`src/rtl/fp16_addsub_ctrl_pkg.sv`:
```
// Shared FP16 field widths, constants, FSM state type and operand classifiers
// for the half-precision add/subtract sequencer.
package fp16_pkg;

    localparam int unsigned EXP_W = 5;
    localparam int unsigned MAN_W = 10;
    localparam int unsigned SIG_W = 13;

    localparam logic [15:0]      QNAN    = 16'h7E00;
    localparam logic [EXP_W-1:0] EXP_MAX = 5'h1F;

    typedef enum logic [2:0] {
        S_IDLE,
        S_ALIGN,
        S_ADD,
        S_NORM,
        S_DONE
    } state_e;

    // Magnitude-only classifiers: the sign bit never matters here.
    function automatic logic is_nan(input logic [14:0] mag);
        return (mag[14:10] == EXP_MAX) && (mag[9:0] != '0);
    endfunction

    function automatic logic is_inf(input logic [14:0] mag);
        return (mag[14:10] == EXP_MAX) && (mag[9:0] == '0);
    endfunction

    function automatic logic is_zero(input logic [EXP_W-1:0] e);
        return e == '0;
    endfunction

    function automatic logic [SIG_W-1:0] unpack_sig(input logic [MAN_W-1:0] m);
        return {2'b00, 1'b1, m};
    endfunction

endpackage

```
`src/rtl/fp16_addsub_ctrl_ripple_add.sv`:
```
// Plain ripple-carry adder; the sequencer's single shared significand adder.
module ripple_add #(
    parameter int unsigned W = 13
) (
    input  logic [W-1:0] a_i,
    input  logic [W-1:0] b_i,
    input  logic         cin_i,
    output logic [W-1:0] sum_o
);

    logic c;

    always_comb begin
        sum_o = '0;
        c     = cin_i;
        for (int unsigned i = 0; i < W; i++) begin
            sum_o[i] = a_i[i] ^ b_i[i] ^ c;
            c        = (a_i[i] & b_i[i]) | (c & (a_i[i] ^ b_i[i]));
        end
    end

endmodule

```
`src/rtl/fp16_addsub_ctrl.sv`:
```
// Multi-cycle FP16 add/subtract: unpack/swap, 1-bit/cycle alignment, one adder
// pass, iterative normalisation. Truncating, subnormals flushed to zero.
module fp16_addsub_ctrl
    import fp16_pkg::*;
#(
    parameter int unsigned MAX_ALIGN = 12
) (
    input  logic        clk,
    input  logic        rst,
    input  logic        in_valid,
    output logic        in_ready,
    input  logic [15:0] a,
    input  logic [15:0] b,
    input  logic        sub,
    output logic        out_valid,
    input  logic        out_ready,
    output logic [15:0] result,
    output logic        ovf,
    output logic        unf,
    output logic        inv
);

    localparam logic [EXP_W-1:0] CAP = EXP_W'(MAX_ALIGN);

    state_e             state_q, state_d;
    logic [EXP_W-1:0]   cnt_q, cnt_d;
    logic [EXP_W-1:0]   exp_q, exp_d;
    logic [SIG_W-1:0]   big_q, big_d;
    logic [SIG_W-1:0]   small_q, small_d;
    logic [SIG_W-1:0]   sum_q, sum_d;
    logic               sign_q, sign_d;
    logic               eff_q, eff_d;
    logic [15:0]        result_q, result_d;
    logic               ovf_q, ovf_d;
    logic               unf_q, unf_d;
    logic               inv_q, inv_d;

    logic               sa, sbe, eff_in, a_ge;
    logic [EXP_W-1:0]   e_big, e_small, d;
    logic [SIG_W-1:0]   sig_big, sig_small;
    logic [SIG_W-1:0]   add_b, add_sum;
    logic [EXP_W-1:0]   exp_inc, exp_dec;

    // B's sign is flipped for subtraction so everything downstream is an add.
    always_comb begin
        sa        = a[15];
        sbe       = b[15] ^ sub;
        eff_in    = sa ^ sbe;
        a_ge      = a[14:0] >= b[14:0];
        e_big     = a_ge ? a[14:10] : b[14:10];
        e_small   = a_ge ? b[14:10] : a[14:10];
        d         = e_big - e_small;
        sig_big   = unpack_sig(a_ge ? a[9:0] : b[9:0]);
        sig_small = unpack_sig(a_ge ? b[9:0] : a[9:0]);
    end

    assign add_b   = eff_q ? ~small_q : small_q;
    assign exp_inc = exp_q + 5'd1;
    assign exp_dec = exp_q - 5'd1;

    ripple_add #(.W(SIG_W)) u_add (
        .a_i   (big_q),
        .b_i   (add_b),
        .cin_i (eff_q),
        .sum_o (add_sum)
    );

    always_comb begin
        state_d  = state_q;
        cnt_d    = cnt_q;
        exp_d    = exp_q;
        big_d    = big_q;
        small_d  = small_q;
        sum_d    = sum_q;
        sign_d   = sign_q;
        eff_d    = eff_q;
        result_d = result_q;
        ovf_d    = ovf_q;
        unf_d    = unf_q;
        inv_d    = inv_q;
        case (state_q)
            S_IDLE: begin
                if (in_valid) begin
                    ovf_d = 1'b0;
                    unf_d = 1'b0;
                    inv_d = 1'b0;
                    state_d = S_DONE;
                    if (is_nan(a[14:0]) || is_nan(b[14:0]) ||
                        (is_inf(a[14:0]) && is_inf(b[14:0]) && eff_in)) begin
                        result_d = QNAN;
                        inv_d    = 1'b1;
                    end else if (is_inf(a[14:0])) begin
                        result_d = a;
                    end else if (is_inf(b[14:0])) begin
                        result_d = {sbe, b[14:0]};
                    end else if (is_zero(a[14:10]) && is_zero(b[14:10])) begin
                        result_d = {sa & sbe, 15'h0000};
                    end else if (is_zero(a[14:10])) begin
                        result_d = {sbe, b[14:0]};
                    end else if (is_zero(b[14:10])) begin
                        result_d = a;
                    end else begin
                        big_d   = sig_big;
                        small_d = (d >= CAP) ? '0 : sig_small;
                        cnt_d   = (d >= CAP) ? CAP : d;
                        exp_d   = e_big;
                        sign_d  = a_ge ? sa : sbe;
                        eff_d   = eff_in;
                        state_d = S_ALIGN;
                    end
                end
            end
            S_ALIGN: begin
                if (cnt_q != '0) begin
                    small_d = small_q >> 1;
                    cnt_d   = cnt_q - 5'd1;
                end else begin
                    state_d = S_ADD;
                end
            end
            S_ADD: begin
                sum_d   = add_sum;
                state_d = S_NORM;
            end
            S_NORM: begin
                if (sum_q == '0) begin
                    result_d = '0;
                    state_d  = S_DONE;
                end else if (sum_q[11]) begin
                    if (exp_inc == EXP_MAX) begin
                        result_d = {sign_q, EXP_MAX, 10'h000};
                        ovf_d    = 1'b1;
                    end else begin
                        result_d = {sign_q, exp_inc, sum_q[10:1]};
                    end
                    exp_d   = exp_inc;
                    state_d = S_DONE;
                end else if (sum_q[10]) begin
                    result_d = {sign_q, exp_q, sum_q[9:0]};
                    state_d  = S_DONE;
                end else begin
                    sum_d = sum_q << 1;
                    exp_d = exp_dec;
                    if (exp_dec == '0) begin
                        result_d = {sign_q, 15'h0000};
                        unf_d    = 1'b1;
                        state_d  = S_DONE;
                    end
                end
            end
            S_DONE: begin
                if (out_ready) state_d = S_IDLE;
            end
            default: state_d = S_IDLE;
        endcase
    end

    always_ff @(posedge clk or posedge rst) begin
        if (rst) begin
            state_q  <= S_IDLE;
            cnt_q    <= '0;
            exp_q    <= '0;
            big_q    <= '0;
            small_q  <= '0;
            sum_q    <= '0;
            sign_q   <= 1'b0;
            eff_q    <= 1'b0;
            result_q <= '0;
            ovf_q    <= 1'b0;
            unf_q    <= 1'b0;
            inv_q    <= 1'b0;
        end else begin
            state_q  <= state_d;
            cnt_q    <= cnt_d;
            exp_q    <= exp_d;
            big_q    <= big_d;
            small_q  <= small_d;
            sum_q    <= sum_d;
            sign_q   <= sign_d;
            eff_q    <= eff_d;
            result_q <= result_d;
            ovf_q    <= ovf_d;
            unf_q    <= unf_d;
            inv_q    <= inv_d;
        end
    end

    assign in_ready  = (state_q == S_IDLE);
    assign out_valid = (state_q == S_DONE);
    assign result    = result_q;
    assign ovf       = ovf_q;
    assign unf       = unf_q;
    assign inv       = inv_q;

endmodule

```
`config.mk`:
```
export PLATFORM = sky130hd
export DESIGN_NAME = fp16_addsub_ctrl
export DESIGN_NICKNAME = d
export VERILOG_FILES = /design/src/rtl/fp16_addsub_ctrl_pkg.sv /design/src/rtl/fp16_addsub_ctrl_ripple_add.sv /design/src/rtl/fp16_addsub_ctrl.sv
export SDC_FILE = /design/constraint.sdc
export NUM_CORES = 1
export LEC_CHECK = 0
export ABC_CLOCK_PERIOD_IN_PS = 6300
export BUFFER_PORTS_ARGS = -buffer_cell sky130_fd_sc_hd__buf_4
export CORE_MARGIN = 1
export CORE_UTILIZATION = 55
export CTS_BUF_LIST = sky130_fd_sc_hd__clkbuf_4
export CTS_CLUSTER_DIAMETER = 50
export CTS_CLUSTER_SIZE = 25
export DETAILED_ROUTE_END_ITERATION = 10
export GPL_ROUTABILITY_DRIVEN = 0
export PLACE_DENSITY = 0.81
export SYNTH_ARGS = -nofsm -noshare
export SYNTH_HDL_FRONTEND = slang
export SYNTH_HIERARCHICAL = 1
export SYNTH_SLANG_ARGS = --single-unit
```
`constraint.sdc`:
```
create_clock -name clk -period 6.3 [get_ports clk]
set_input_delay 0.63 -clock clk [delete_from_list [all_inputs] [get_ports clk]]
set_output_delay 0.63 -clock clk [all_outputs]
set_load 0.03 [all_outputs]
```
==> impl_metrics.toml, run 1 <==
[cells_and_area]
fin_area_sq_um = 5703
drive_gt1_share_pct = 14.66
fin_nets = 715
ff_latch_area_sq_um = 1727
areaGrowthSynthToFinish_pct = 11.28
fillCellCount = 789
antenna_cells = 0
multiInputGateArea_sq_um = 3126

[floorplan]
rows = 34
die_h_um = 98.53
fp.dieW_um = 98.53
coreArea_sq_um = 8891
die-area_sq_um = 9708
io_pins = 58
start_util_pct = 57.64

[cts]
cts_setup_buffers = 0
clkSlewWorstSetupHoldPaths_ns = 0.12
numCtsBuffers = 9
ctsHoldBuffers = 0
cts_sinks = 69
cts_resized = 0
cts-htree-levels = 3
root_buffer = "clkbuf_4"
insertion_delay_ns = 0.44
cts_tree = "yes"
clockBufferDepth = 2

[timing]
worst_pin_slew_ns = 1.155
setup_violations = 0
drv_slew = 0
period_minus_slack_ns = 5.882
hold_violations = 0
max_slew_margin_pct = 22.36
fmax_mhz = 170.0
tns_ns = 0
rsz0062_at_grt = "false"
period_share_pct = 93.37
fin_skew_ns = 0.01195

[pwr]
p_total_mw = 2.436
power_density_nw_per_um2 = 427.1
peakVddDrop_v = 0.0001756
p_leak_nw = 2.676

[routing]
wire_per_inst_um = 17.28
via_count = 4741
drt-initial-drc-count = 359
ant_nets = 0
drt-vias-per-instance = 6.271
drc = 3
postRouteWirelength_mm = 13.07
dr.pass1.iters = 10

[setup_path]
r2r_end = "sum_q[12]$_DFFE_PP0P_"
worstPathRequired_ns = 6.64
arrival_ns = 6.22
rr_startpoint = "eff_q$_DFFE_PP0P_"
crit_end = "sum_q[12]$_DFFE_PP0P_"
start_kind = "flop"
criticalPathCategory = "flop to flop"
cp-end-kind = "flop"
reg2reg_depth = 17
worstSetupStartpoint = "eff_q$_DFFE_PP0P_"
worstPathMaxFanout = 14
regToRegSetupSlack_ns = 0.42

[outcome]
status = "finished, violations left"
failed_checks = "DRC"

[global_route]
met3_usage_pct = 5.106
grt_pass1_vias = 4521
grt_max_degree = 70
grt_pass1_wl_mm = 21.93
overflow = 0
grt_busiest_layer = "met2"
antenna_found_initial = 0
grt_use_total_pct = 28.32
grtUsageMet2_pct = 45.50
grtUsageMet1_pct = 38.67

[synth]
yosysSeqAreaShare_pct = 33.69
synth_area_per_cell_sq_um = 8.499
syn-instance-count = 603
synth_edf_count = 0
ys_ff_latch = 69
yosys_warnings = 6
syn_area_sq_um = 5125
async_reset_ff_share_pct = 100.0
synth_ff_type = "dfrtp_1"
synth.distinct_cells = 63

[placed_design]
post-dp-hpwl_mm = 9.877
placed_area_sq_um = 5569
portBuffers = 57

[hold_path]
hold_path.class = "input pin to flop"

[flow_run]
drv_cap = 0
-- Yosys cell counts, drive strengths merged, types with 14 or more instances --
cell	count	area, sq um
inv	33	123.9
clkbuf	26	97.59
nor2	50	187.7
nand2	75	281.5
xor2	14	122.6
a22oi	27	207.7
o21ai	56	284.0
a21oi	70	354.1
a22o	21	183.9
o31ai	15	157.7
dfrtp	69	1727
ha	23	287.8
-- layout make-up --
| cell class | count | area share, % |
|---|---|---|
| Clock buffer | 11 | 1.448 |
| Clock inverter | 5 | 0.8995 |
| Inverter | 33 | 2.172 |
| Multi-Input combinational cell | 469 | 54.80 |
| Sequential cell | 69 | 30.28 |
| Tap cell | 108 | 2.369 |
| Timing Repair Buffer | 61 | 8.030 |
-- routing by layer --
| metal | vias up | wire, um |
|---|---|---|
| met5 | - | 0 |
| met4 | 0 | 310 |
| met3 | 31 | 909 |
| met2 | 213 | 5956 |
| met1 | 2242 | 5890 |
| li1 | 2255 | - |
-- registers in the layout, summed over array words and instances (netlist names), 3 cells and up --
register	cells
big_q	11
sum_q	13
result	16
state_q	3
cnt_q	5
exp_q	5
small_q	11
-- power by group --
group / internal, mW / switching [mW] / leakage, nW
logic: 0.561 / 0.763 / 1.72
registers: 0.613 / 0.200 / 0.877
clock network: 0.128 / 0.172 / 0.0759
-- worst max-delay path, cell delays in order (launching register included) --
cell and delay (ns):
dfrtp_1 0.40, buf_4 0.21, fa_1 0.38, inv_1 0.08
fa_1 0.16, inv_1 0.05, fa_1 0.39, fa_1 0.40
fa_1 0.39, fa_1 0.39, fa_1 0.40, fa_1 0.39
fa_1 0.40, fa_1 0.39, fa_1 0.39, fa_1 0.36
xor3_1 0.38, a22o_1 0.22
-- through the flow --
step,util (%),setup WS (ns),hold WS [ns],instances
after detailed placement,62.64,0.4770,0.4730,740
after floorplan,-,0.5589,0.4498,604
final,64.14,0.4177,0.3714,756
after global placement,62.64,0.5694,0.4640,740
after global routing,64.14,0.2679,0.3998,756
after CTS,64.14,0.4535,0.3815,756
-- placed cells by master (no fill, tap or decap), drive strengths merged, types with 4 or more instances in the layout --
master,synthesis,routed
a21oi,70,70
nor3,5,5
nor2,50,50
fa,12,12
xnor2,4,4
buf,7,61
o31ai,15,15
xor2,14,14
mux2i,5,5
a31oi,7,7
o21ai,56,56
inv,33,33
a22oi,27,27
dfrtp,69,69
nand2,75,75
o21a,4,4
clkbuf,26,11
nand2b,4,4
and2,5,5
a22o,21,21
nor2b,6,6
nor4,8,8
nand3,5,5
and3,12,12
ha,23,23
clkinv,0,4
-- cells by family after synthesis --
family | share of synthesized area, %
XOR/XNOR | 3.540
adder cells (fa/ha/maj) | 10.30
AO/OA/AOI/OAI | 28.96
other | 0.07317
AND/OR/NAND/NOR | 16.38
multiplexers | 1.660
buffers and inverters | 5.395
flip-flops | 33.69
-- how the worst min path moves through the flow --
stage	start	endpoint	slack (ns)	cells past startpoint
after detailed placement	result[11]$_DFFE_PP0P_	result[11]$_DFFE_PP0P_	0.47	2
after global routing	out_ready	state_q[2]$_DFFE_PP0P_	0.40	2
after floorplan	big_q[1]$_DFFE_PP0P_	big_q[1]$_DFFE_PP0P_	0.45	2
after CTS	out_ready	state_q[2]$_DFFE_PP0P_	0.38	2
final	out_ready	state_q[2]$_DFFE_PP0P_	0.37	2
after global placement	result[13]$_DFFE_PP0P_	result[13]$_DFFE_PP0P_	0.46	2
(Power assumes the default switching activity.)
==> run 2: changes to the inputs <==
--- a/config.mk
+++ b/config.mk
@@ -7,14 +7,15 @@
 export LEC_CHECK = 0
 export ABC_CLOCK_PERIOD_IN_PS = 6300
 export BUFFER_PORTS_ARGS = -buffer_cell sky130_fd_sc_hd__buf_4
-export CORE_MARGIN = 1
-export CORE_UTILIZATION = 55
+export CORE_ASPECT_RATIO = 2
+export CORE_MARGIN = 2
+export CORE_UTILIZATION = 61
 export CTS_BUF_LIST = sky130_fd_sc_hd__clkbuf_4
 export CTS_CLUSTER_DIAMETER = 50
 export CTS_CLUSTER_SIZE = 25
 export DETAILED_ROUTE_END_ITERATION = 10
 export GPL_ROUTABILITY_DRIVEN = 0
-export PLACE_DENSITY = 0.81
+export PLACE_DENSITY = 0.88
 export SYNTH_ARGS = -nofsm -noshare
 export SYNTH_HDL_FRONTEND = slang
 export SYNTH_HIERARCHICAL = 1
==> run 2 against run 1 <==
Sequential power shrank 0.5%. Maximum frequency fell by 1.4%. Via count rose by 3.6%. Sequential share of layout area about the same. Register-to-register slack got worse by 0.09 ns. Critical path depth stayed put. Clock power up 12%. Critical endpoint unchanged. Total power is 2.2% higher. Final cell count shrank 1.5%. First-iteration DRC count is 76% higher. Core utilization up 5.2 points. The run now ends clean.
==> impl_metrics.toml, run 2 (synthesized netlist as in run 1, its figures left out) <==
[outcome]
status = "finished clean"

[cts]
cts_tree = "yes"
insertion_delay_ns = 0.45
cts_sinks = 69
clockBufferDepth = 2
root_buffer = "clkbuf_4"
cts_resized = 0
clkSlewWorstSetupHoldPaths_ns = 0.12
cts_setup_buffers = 0
ctsHoldBuffers = 0
numCtsBuffers = 9
cts-htree-levels = 3

[floorplan]
rows = 47
io_pins = 58
die_h_um = 133.6
fp.dieW_um = 68.82
start_util_pct = 62.25
coreArea_sq_um = 8233
die-area_sq_um = 9195

[global_route]
overflow = 0
grt_max_degree = 70
grt_pass1_wl_mm = 22.25
grt_use_total_pct = 31.77
antenna_found_initial = 0
grt_pass1_vias = 4670

[cells_and_area]
antenna_cells = 0
final_common_cell = "nand2_1"
fillCellCount = 653
final_cells = 745
fin_nets = 714
largest_reg_flops = 16
fin_util_pct = 69.38
most-common-layout-cells = "75 x nand2_1, 69 x a21oi_1, 69 x dfrtp_1"
areaGrowthSynthToFinish_pct = 11.45
drive_gt1_share_pct = 14.84

[pwr]
switching_share_pct = 46.40
p_leak_nw = 2.686
p_int_mw = 1.334
peakVddDrop_v = 0.0002660
p_total_mw = 2.489
power_density_nw_per_um2 = 435.7
clockPowerShare_pct = 13.6
combPwrFrac_pct = 53.9
pwr-share-seq_pct = 32.5
p_switching_mw = 1.155

[flow_run]
drv_cap = 0

[placed_design]
portBuffers = 57
dp.cells = 729
place_ws_ns = 0.3983
post-dp-hpwl_mm = 10.22

[setup_path]
worstPathRequired_ns = 6.64
crit_end = "sum_q[12]$_DFFE_PP0P_"
reg2reg_depth = 17
rr_startpoint = "eff_q$_DFFE_PP0P_"
r2r_end = "sum_q[12]$_DFFE_PP0P_"
regToRegSetupSlack_ns = 0.33
criticalPathCategory = "flop to flop"
cp-end-kind = "flop"
worstSetupStartpoint = "eff_q$_DFFE_PP0P_"
start_kind = "flop"
worstPathMaxFanout = 14
arrival_ns = 6.30

[routing]
drc = 0
postRouteWirelength_mm = 13.68
via_count = 4913
ant_nets = 0
drt-initial-drc-count = 632
dr.pass1.iters = 6
wire_per_inst_um = 18.36
drt-vias-per-instance = 6.595

[timing]
worst_pin_slew_ns = 1.360
period_minus_slack_ns = 5.968
tns_ns = 0
drv_slew = 0
rsz0062_at_grt = "false"
period_share_pct = 94.73
max_slew_margin_pct = 9.357
fin_skew_ns = 0.01302
hold_violations = 0
setup_violations = 0
fmax_mhz = 167.6
setup_ws_ns = 0.3317

[hold_path]
hold_path.class = "input pin to flop"
worstHoldStart = "out_ready"
[run 2: cell types whose count changed in the layout (fill, tap and decap cells not counted), sizes merged]
cell    previous run  this run
clkbuf            11        10
bufinv             1         2
buf               61        60
[run 2: routing by layer]
metal | part of all wire [%] | vias up | GRT usage [%]
met5 | 0 | - | 0
li1 | - | 2250 | -
met2 | 53 | 275 | 53.26
met4 | 4.3 | 0 | 16.88
met1 | 36 | 2319 | 37.10
met3 | 6.5 | 69 | 5.574
[run 2: worst min path at each step]
stage | endpoint | slack, ns | depth (start not counted)
global placement | result[14]$_DFFE_PP0P_ | 0.46 | 2
detailed placement | big_q[1]$_DFFE_PP0P_ | 0.47 | 2
floorplan | big_q[1]$_DFFE_PP0P_ | 0.45 | 2
global route | state_q[2]$_DFFE_PP0P_ | 0.37 | 2
finish | state_q[2]$_DFFE_PP0P_ | 0.36 | 2
CTS | state_q[2]$_DFFE_PP0P_ | 0.34 | 2
[run 2: worst max-delay path, stage by stage, from the launching register on]
cell	delay [ns]
dfrtp_1	0.42
buf_4	0.22
fa_1	0.39
inv_1	0.08
fa_1	0.17
inv_1	0.06
fa_1	0.38
fa_1	0.39
fa_1	0.39
fa_1	0.39
fa_1	0.40
fa_1	0.39
fa_1	0.40
fa_1	0.40
fa_1	0.41
fa_1	0.37
xor3_1	0.38
a22o_1	0.22
[run 2: stage by stage]
step                      hold WS (ns)  cell area (sq um)
final                           0.3618               5712
after global routing            0.3688               5712
after CTS                       0.3443               5712
after detailed placement        0.4702               5549
after global placement          0.4643               5549
after floorplan                 0.4498               5129
[run 2: layout make-up]
type                       instances  area [sq um]  share of cell area, %
inverter                          33         123.9                  2.169
clock inverter                     6         87.58                  1.533
clock buffer                      10         75.07                  1.314
sequential                        69          1727                  30.23
tap                               98         122.6                  2.147
multi-input combinational        469          3126                  54.72
timing repair buffer              60         450.4                  7.886
[run 2: power groups by stage]
| stage | clock network [mW] | registers (mW) | logic [mW] |
|---|---|---|---|
| after detailed placement | 0 | 0.812 | 1.31 |
| final | 0.337 | 0.809 | 1.34 |
| after floorplan | 0 | 0.833 | 0.931 |
| after global routing | 0.355 | 0.834 | 1.51 |
| after CTS | 0.339 | 0.803 | 1.32 |
| after global placement | 0 | 0.796 | 1.25 |
==> run 3: changes to the inputs <==
--- a/config.mk
+++ b/config.mk
@@ -5,17 +5,17 @@
 export SDC_FILE = /design/constraint.sdc
 export NUM_CORES = 1
 export LEC_CHECK = 0
-export ABC_CLOCK_PERIOD_IN_PS = 6300
+export ABC_CLOCK_PERIOD_IN_PS = 6940
 export BUFFER_PORTS_ARGS = -buffer_cell sky130_fd_sc_hd__buf_4
 export CORE_ASPECT_RATIO = 2
 export CORE_MARGIN = 2
-export CORE_UTILIZATION = 61
+export CORE_UTILIZATION = 65
 export CTS_BUF_LIST = sky130_fd_sc_hd__clkbuf_4
 export CTS_CLUSTER_DIAMETER = 50
 export CTS_CLUSTER_SIZE = 25
 export DETAILED_ROUTE_END_ITERATION = 10
 export GPL_ROUTABILITY_DRIVEN = 0
-export PLACE_DENSITY = 0.88
+export PLACE_DENSITY = 0.92
 export SYNTH_ARGS = -nofsm -noshare
 export SYNTH_HDL_FRONTEND = slang
 export SYNTH_HIERARCHICAL = 1
==> constraint.sdc (replaced) <==
create_clock -name clk -period 6.94 [get_ports clk]
set_input_delay 0.694 -clock clk [delete_from_list [all_inputs] [get_ports clk]]
set_output_delay 0.694 -clock clk [all_outputs]
set_load 0.03 [all_outputs]
==> run 3 against run 2 <==
First-iteration DRC count is 0.32% higher. Highest routed layer unchanged. Total power down 9.1%. Register-to-register slack improved by 0.67 ns. Wire length is 0.91% lower. Critical path type unchanged.
==> impl_metrics.toml, run 3 (synthesized netlist as in run 1, its figures left out) <==
[timing]
period_share_pct = 85.57
fmax_mhz = 168.4
hold_violations = 0
fin_skew_ns = 0.01038
setup_violations = 0
rsz0062_at_grt = "false"
worst_pin_slew_ns = 1.348
tns_ns = 0
max_slew_margin_pct = 10.10
period_minus_slack_ns = 5.939
whs_ns = 0.4452
drv_slew = 0

[setup_path]
worstPathRequired_ns = 7.27
cp_slowest_cell = "dfrtp_1"
regToRegSetupSlack_ns = 1.00
crit_top_cell = "fa_1"
reg2reg_depth = 17
crit_chain = "buf_4 -> fa_1 -> inv_1 -> fa_1 -> inv_1 -> fa_1 -> fa_1 -> fa_1 -> fa_1 -> fa_1 -> fa_1 -> fa_1 -> fa_1 -> fa_1 -> fa_1 -> xor3_1 -> a22o_1"
cp-end-kind = "flop"
r2r_end = "sum_q[12]$_DFFE_PP0P_"
max_stage_delay_ns = 0.42
criticalPathCategory = "flop to flop"
worstPathMaxFanout = 14
start_kind = "flop"
arrival_ns = 6.27
rr_startpoint = "eff_q$_DFFE_PP0P_"

[cells_and_area]
final_cells = 741
areaGrowthSynthToFinish_pct = 11.33
fin_nets = 714
antenna_cells = 0
most-common-layout-cells = "75 x nand2_1, 69 x a21oi_1, 69 x dfrtp_1"
final_common_cell = "nand2_1"
drive_gt1_share_pct = 14.84
largest_reg_flops = 16
fillCellCount = 572

[floorplan]
start_util_pct = 67.42
die_h_um = 129.6
die-area_sq_um = 8654
coreArea_sq_um = 7601
fp.dieW_um = 66.79
rows = 45
io_pins = 58

[routing]
wire_per_inst_um = 18.29
ant_nets = 0
drc = 0
dr.pass1.iters = 8
via_count = 4927
drt-initial-drc-count = 634
postRouteWirelength_mm = 13.56
drt-vias-per-instance = 6.649

[global_route]
grt_use_total_pct = 33.56
antenna_found_initial = 0
overflow = 0
grt_max_degree = 70
grt_pass1_vias = 4762
grt_pass1_wl_mm = 22.38

[pwr]
p_leak_nw = 2.682
power_density_nw_per_um2 = 396.4
peakVddDrop_v = 0.0002323

[cts]
cts_setup_buffers = 0
insertion_delay_ns = 0.44
cts_sinks = 69
cts_resized = 0
clockBufferDepth = 2
cts_tree = "yes"
ctsHoldBuffers = 0
numCtsBuffers = 9
clkSlewWorstSetupHoldPaths_ns = 0.12
cts-htree-levels = 3
root_buffer = "clkbuf_4"

[placed_design]
portBuffers = 57
dp.cells = 725
post-dp-hpwl_mm = 10.25

[hold_path]
min_path_cells = 2
hold_path.class = "input pin to flop"
worstHoldStart = "out_ready"
worst_hold_path.endpoint = "state_q[2]$_DFFE_PP0P_"

[flow_run]
drv_cap = 0

[outcome]
status = "finished clean"
[run 3: how the worst max path moves through the flow]
stage,from,end,slack (ns),cells after the start
after global routing,eff_q$_DFFE_PP0P_,sum_q[12]$_DFFE_PP0P_,0.79,17
after global placement,eff_q$_DFFE_PP0P_,sum_q[12]$_DFFE_PP0P_,1.18,17
after detailed placement,eff_q$_DFFE_PP0P_,sum_q[12]$_DFFE_PP0P_,1.04,17
final,eff_q$_DFFE_PP0P_,sum_q[12]$_DFFE_PP0P_,1.00,17
after CTS,eff_q$_DFFE_PP0P_,sum_q[12]$_DFFE_PP0P_,1.00,17
after floorplan,eff_q$_DFFE_PP0P_,sum_q[12]$_DFFE_PP0P_,1.20,17
[run 3: final cells by class]
cell class	instances	area, sq um	share of cell area, %
Multi-Input combinational cell	469	3126	54.78
Timing Repair Buffer	60	450.4	7.895
Sequential cell	69	1727	30.26
Clock inverter	6	86.33	1.513
Inverter	33	123.9	2.171
Tap cell	94	117.6	2.061
Clock buffer	10	75.07	1.316
[run 3: where the power goes]
| part | internal [mW] | leakage, nW | switching (mW) | total, mW |
|---|---|---|---|---|
| Sequential | 0.556 | 0.877 | 0.177 | 0.733 |
| Clock | 0.150 | 0.0868 | 0.156 | 0.306 |
| Combinational | 0.503 | 1.72 | 0.719 | 1.22 |
[run 3: per-stage QoR]
stage | power, mW | setup WS (ns) | instance area, sq um | utilization [%]
3_3_place_gp | 1.847 | 1.183 | 5544 | 72.94
5_1_grt | 2.431 | 0.7946 | 5705 | 75.06
3_5_place_dp | 1.932 | 1.044 | 5544 | 72.94
2_1_floorplan | 1.601 | 1.199 | 5129 | -
4_1_cts | 2.235 | 1.005 | 5705 | 75.06
6_report | 2.262 | 1.001 | 5705 | 75.06
[run 3: routing by layer]
layer | vias up | global-route usage [%] | wire (um)
met2 | 292 | 57.59 | 7070
met4 | 0 | 18.37 | 692
met5 | - | 0 | 0
met3 | 62 | 6.250 | 848
met1 | 2317 | 38.52 | 4946
li1 | 2256 | - | -
[run 3: critical path, delay by kind of cell, from the launching register on]
kind | cells | cell delay, ns
XOR/XNOR | 1 | 0.37
flip-flops | 1 | 0.42
buffers and inverters | 3 | 0.34
adder cells (fa/ha/maj) | 12 | 4.49
AO/OA/AOI/OAI | 1 | 0.22
